===== src/rtl/comp3_if.sv =====
// ---------------------------------------------------------------------------
// comp3_if
// Groups the bit-level operand and flag signals of the 3-bit comparator.
//   a0..a2 : operand A bits, a2 = MSB   (driven by master)
//   b0..b2 : operand B bits, b2 = MSB   (driven by master)
//   l/e/g  : registered A<B / A==B / A>B flags (driven by slave)
// ---------------------------------------------------------------------------
interface comp3_if;
  logic a0;
  logic a1;
  logic a2;
  logic b0;
  logic b1;
  logic b2;
  logic l;
  logic e;
  logic g;

  modport master (
    output a0, a1, a2, b0, b1, b2,
    input  l, e, g
  );

  modport slave (
    input  a0, a1, a2, b0, b1, b2,
    output l, e, g
  );
endinterface


===== src/rtl/comp3_reg.sv =====
// ---------------------------------------------------------------------------
// comp3_reg
// 3-bit unsigned magnitude comparator with registered less/equal/greater
// flags. One 1-bit compare cell per bit, an MSB-first priority cascade, then
// a single output register (1-cycle latency, no enable).
//   clk   : rising-edge clock
//   rst_n : asynchronous active-low reset, clears l/e/g immediately
//   bus   : comp3_if.slave -- operands a0..a2 / b0..b2 in, flags l/e/g out
// ---------------------------------------------------------------------------
module comp3_reg (
  input  logic    clk,
  input  logic    rst_n,
  comp3_if.slave  bus
);

  logic [2:0] a_p0;
  logic [2:0] b_p0;
  logic [2:0] gt_p0;
  logic [2:0] lt_p0;
  logic [2:0] eq_p0;
  logic       l_p0;
  logic       e_p0;
  logic       g_p0;
  logic       l_p1;
  logic       e_p1;
  logic       g_p1;

  assign a_p0 = {bus.a2, bus.a1, bus.a0};
  assign b_p0 = {bus.b2, bus.b1, bus.b0};

  // ---- stage p0: per-bit compare cells ----
  for (genvar i = 0; i < 3; i++) begin : g_cell
    assign gt_p0[i] =  a_p0[i] & ~b_p0[i];
    assign lt_p0[i] = ~a_p0[i] &  b_p0[i];
    assign eq_p0[i] = ~(a_p0[i] ^ b_p0[i]);
  end

  // MSB-first cascade: a lower bit only decides when all higher bits match.
  assign g_p0 = gt_p0[2] | (eq_p0[2] & gt_p0[1]) | (eq_p0[2] & eq_p0[1] & gt_p0[0]);
  assign l_p0 = lt_p0[2] | (eq_p0[2] & lt_p0[1]) | (eq_p0[2] & eq_p0[1] & lt_p0[0]);
  assign e_p0 = eq_p0[2] & eq_p0[1] & eq_p0[0];

  // ---- stage p1: output register ----
  always_ff @(posedge clk or negedge rst_n) begin
    if (!rst_n) begin
      l_p1 <= 1'b0;
      e_p1 <= 1'b0;
      g_p1 <= 1'b0;
    end else begin
      l_p1 <= l_p0;
      e_p1 <= e_p0;
      g_p1 <= g_p0;
    end
  end

  assign bus.l = l_p1;
  assign bus.e = e_p1;
  assign bus.g = g_p1;

endmodule


===== src/flat_wrapper.sv =====
// flat-port wrapper written by rule: the top's interface ports become plain ports
module comp3_reg_flat 
  (clk, rst_n, bus_a0, bus_a1, bus_a2, bus_b0, bus_b1, bus_b2, bus_l, bus_e, bus_g);
  comp3_if bus_i ();
  input  logic clk;
  input  logic rst_n;
  input wire logic [$bits(bus_i.a0)-1:0] bus_a0;
  input wire logic [$bits(bus_i.a1)-1:0] bus_a1;
  input wire logic [$bits(bus_i.a2)-1:0] bus_a2;
  input wire logic [$bits(bus_i.b0)-1:0] bus_b0;
  input wire logic [$bits(bus_i.b1)-1:0] bus_b1;
  input wire logic [$bits(bus_i.b2)-1:0] bus_b2;
  output wire logic [$bits(bus_i.l)-1:0] bus_l;
  output wire logic [$bits(bus_i.e)-1:0] bus_e;
  output wire logic [$bits(bus_i.g)-1:0] bus_g;
  assign bus_i.a0 = bus_a0;
  assign bus_i.a1 = bus_a1;
  assign bus_i.a2 = bus_a2;
  assign bus_i.b0 = bus_b0;
  assign bus_i.b1 = bus_b1;
  assign bus_i.b2 = bus_b2;
  assign bus_l = bus_i.l;
  assign bus_e = bus_i.e;
  assign bus_g = bus_i.g;
  comp3_reg u_core (.clk(clk), .rst_n(rst_n), .bus(bus_i));
endmodule

===== config.mk =====
export PLATFORM = sky130hd
export DESIGN_NAME = comp3_reg_flat
export DESIGN_NICKNAME = d
export VERILOG_FILES = /design/src/rtl/comp3_if.sv /design/src/rtl/comp3_reg.sv /design/src/flat_wrapper.sv
export SDC_FILE = /design/constraint.sdc
export NUM_CORES = 1
export LEC_CHECK = 0
export BUFFER_PORTS_ARGS = -buffer_cell sky130_fd_sc_hd__clkbuf_2
export CAP_MARGIN = 25
export CORE_AREA = 2 2 39 41
export CTS_CLUSTER_DIAMETER = 150
export CTS_CLUSTER_SIZE = 28
export DETAILED_ROUTE_END_ITERATION = 10
export DIE_AREA = 0 0 41 43
export HOLD_SLACK_MARGIN = 0.15
export PLACE_DENSITY = 0.38
export SETUP_SLACK_MARGIN = 0.02
export SYNTH_ARGS = -nofsm -noshare
export SYNTH_HDL_FRONTEND = slang
export SYNTH_SLANG_ARGS = --single-unit

===== constraint.sdc =====
create_clock -name clk -period 0.8 [get_ports clk]
set_input_delay 0.04 -clock clk [delete_from_list [all_inputs] [get_ports clk]]
set_output_delay 0.04 -clock clk [all_outputs]
set_load 0.01 [all_outputs]

# Word level (Yosys, flattened, before mapping)

Index checks and enable logic that the tools add are counted.

Add/subtract/negate cells: 0
$mul: 0
Divide/modulo/power cells: 0
Order comparisons: 0
Equal/unequal tests: 0
Shifts and indexed selects: 0
Muxes and demuxes: 0
Bitwise gates (word level): 28
Reduce and logical (&&, ||, !) cells: 0

Operators by type and width:

| operator      | number |
|---|---|
| $and A1 B1 Y1 | 12 |
| $not A1 Y1    | 9 |
| $or A1 B1 Y1  | 4 |
| $xor A1 B1 Y1 | 3 |

Flip-flop bits (word level): 3
Latch bits: 0
Memory bits (writable): 0
Memory bits (read-only): 0
Logic and storage cells: 31
Memories: 0

# Depth between registers and ports, before layout

Depth in word-level cells: 5
Depth in mapped cells: 4
Gate-level depth less buffers: 4

# Least setup slack after synthesis

No wires, ideal clock.

Path kind: input to register
From: input port bus_b2
To: register u_core.g_p1, in the netlist u_core.bus.g
Setup time: 0.119 ns
Arrival time: 0.583 ns
Required time: 0.681 ns
Path slack: 0.098 ns
Cell stages on the path: 4
Cell sequence: inv_1 -> ha_1 -> a21oi_1 -> nand2_1

Longest elaborated chain between the ends: 5
Elaborated cells between the ends (all ways): 9
Those cells by class: bitwise (9)

Ends and longest elaborated chain:

| element                                       | RTL line           | source |
|---|---|---|
| start, declared                               | flat_wrapper.sv:12 | `input wire logic [$bits(bus_i.b2)-1:0] bus_b2;` |
| $xor A1 B1 Y1                                 | comp3_reg.sv:35    | `assign eq_p0[i] = ~(a_p0[i] ^ b_p0[i]);` |
| $not A1 Y1                                    | comp3_reg.sv:35    |  |
| $and A1 B1 Y1                                 | comp3_reg.sv:39    | `assign g_p0 = gt_p0[2] \| (eq_p0[2] & gt_p0[1]) \| (eq_p0[2] & eq_p0[1] & gt_p0[0]);` |
| $or A1 B1 Y1 or $and A1 B1 Y1 (tied branches) | comp3_reg.sv:39    |  |
| $or A1 B1 Y1 *                                | comp3_reg.sv:39    |  |
| named net u_core.g_p0                         | comp3_reg.sv:23    | `logic g_p0;` |
| end signal, assigned                          | comp3_reg.sv:52    | `g_p1 <= g_p0;` |
| end, declared                                 | comp3_reg.sv:26    | `logic g_p1;` |

The timed path passes the listed nets; every way through them passes the cells marked *.

# Final worst setup path

From: register u_core.l_p1, in the netlist u_core.bus.l
To: output port bus_l

RTL lines:

| element                | RTL line           | source |
|---|---|---|
| start, declared        | comp3_reg.sv:24    | `logic l_p1;` |
| start signal, assigned | comp3_reg.sv:50    | `l_p1 <= l_p0;` |
| end, declared          | flat_wrapper.sv:13 | `output wire logic [$bits(bus_i.l)-1:0] bus_l;` |

No word-level cell between the ends.

==> impl_results.md <==
* TritonCTS clock tree: yes
* Slowest stage delay, CP at roughly 0.35 ns
* Cell count after synthesis at 22
* Syn-to-layout area delta at 58.8%
* Period utilisation layout at 0.933
* Antenna Nets Post-Route at 0
* Synth unique cells at 7
* Clock sink count at 3
* PwrDens at between 1500 and 2000 mW/mm2
* Final-report setup violation count at 0
* Synth Area in XOR/XNOR at 0
* Crit path max-delay cell type: dfrtp_1
* Share of post-route cells with drive strength above 1 at 0.385
* DPL Wire Length at a little under 300 um
* Compound-Gate Fraction of Synth Area at 0.0485
* Slew headroom at 0.910
* DRT iter0 DRCs at 1
* Crit Path Max Fanout at 1
* Mux cell area share after synthesis at 0
* Fmax at 1.34 GHz
* Die area at ~0.0018 mm2
* First-pass GRT wire length at 648 um
* Req. time, crit path at roughly 0.76 ns
* Worst min path class: in -> async
* Clock Tree Buf Depth at 2
* Max-slew violation count at 0
* Worst Tran Pin Value at about 0.14 ns
* Mean Syn Cell Area at around 9.4 um2
* Gr usage total at 0.0622
* Postcts setup bufs at 0
* Post-cts hold buffer count at 1
* Initial core utilization at 0.149
* Critical Path, Cell by Cell: clkbuf_2
* Congestion Overflow GR at 0
* DIE HEIGHT at ~43 um
* Clock-pin slew on the worst setup and hold paths at approximately 0.040 ns
* Adder-cell share of the synthesized area at 0.364
* Ports at 11
* Routed WL at approximately 380 um
* Post-synthesis sequential area ratio at 0.364
* DR WL/cell at a little under 7 um
* Post-cts gate resize count at 0
* Max VDD drop at ~0.25 mV
* DR pass1 iterations at 2
* Final min period at between 0.7 and 0.8 ns
* Mapped Area at just over 200 um2
* Htree depth at 1
* WP data arrival at 0.71 ns
* Root buf cell: clkbuf_4
* GPL Wtd Cong at ~0.67
* MaxCap Viol Count at 0
* Routed vias at ~190
* Hold Vio Cnt, Final at 0
* Fillers at about 160
* Crit Path Class: reg -> out
* Most common cell after layout, fill and taps aside: clkbuf_2
* Post-Syn Nets at 36
* CP bufs+invs at 1
* Final Util at 0.237
* Fin area at ~330 um2
* Antenna violations before repair at 0
* DR DRC count at 0
* Std-Cell Rows at 14
* Antenna cells at 0
* Commonest non-fill, non-tap cells in the layout: clkbuf_2 (10), inv_1 (6), ha_1 (6), clkbuf_4 (3), dfrtp_1 (3)
* Routed vias/inst at 3.49
* I/O Buffers at 10
* Final #Nets at 54
* Status: complete, no violations
* Number of global-route vias before repair at ~170
* Leakage power at 0.207 nW
* Worst Setup End Kind: primary output
* Core ar. at about 0.0014 mm2
* Total power at approximately 540 uW
* Cell family with most CP delay: flip-flops
* Startpoint Class: register
* RSZ-0062 raised after global routing: true
* Ys Warns at 0
* Synth Area in Simple Gates at 0.115
* FF+latch count, synth at 3
* Placed cell areas at 292 um2
* Die width at 41 um
* CTS buffer count at 3
* Largest net degree at the start of global routing at 6
* Main combinational cell family by area after synthesis: adder cells
report_power, final:
part           total (mW)  switching (mW)  internal, mW
combinational       0.102          0.0500        0.0517
clock               0.270          0.0826         0.187
sequential          0.170         0.00335         0.167
total               0.541           0.136         0.405
layer usage:
| metal | routed length (um) | share of wire | track usage |
|---|---|---|---|
| met4 | 0 | 0 | 0.0800 |
| met3 | 56 | 0.15 | 0.0471 |
| met5 | 0 | 0 | 0 |
| met2 | 151 | 0.40 | 0.0656 |
| met1 | 172 | 0.45 | 0.0641 |
path summary, 6_finish.rpt:
path                              start           end  slack [ns]  cells past startpoint
min                               rst_n  u_core.bus.e        0.13                      2
max in group asynchronous         rst_n  u_core.bus.l        0.55                      2
min in group clk                 bus_a2  u_core.bus.g        0.15                      4
max                        u_core.bus.l         bus_l        0.05                      1
logic make-up after synthesis:
| logic type | Yosys count |
|---|---|
| buf+inv | 6 |
| compound gates | 2 |
| flops | 3 |
| simple gates | 5 |
| fa+ha+maj | 6 |
sequential cells by signal, summed over array words and instances (netlist names):
| signal | flops |
|---|---|
| u_core.bus.l | 1 |
| u_core.bus.g | 1 |
| u_core.bus.e | 1 |
stage by stage:
step	hold WS [ns]	setup TNS [ns]	instances	setup WS, ns
final	0.131	0	55	0.0534
after floorplan	-0.256	0	22	0.0980
after detailed placement	-0.159	-0.105	50	-0.0508
after global placement	-0.161	-0.132	50	-0.0655
after global routing	0.146	0	55	0.00976
after CTS	0.121	0	55	0.0366
Yosys cell counts (all sizes together):
cell / n / share of area
and3: 1 / 0.030
nand2: 2 / 0.036
nand3: 2 / 0.048
ha: 6 / 0.36
a21oi: 2 / 0.048
inv: 6 / 0.11
dfrtp: 3 / 0.36
cell type report:
| type | count | area (um2) | area share |
|---|---|---|---|
| clock buffers | 4 | 26.3 | 0.0802 |
| inverters | 6 | 22.5 | 0.0687 |
| multi-input cells | 13 | 109 | 0.332 |
| flip-flops and latches | 3 | 75.1 | 0.229 |
| well taps | 16 | 20.0 | 0.0611 |
| repair buffers | 13 | 75.1 | 0.229 |
(Power assumes the default switching activity.)
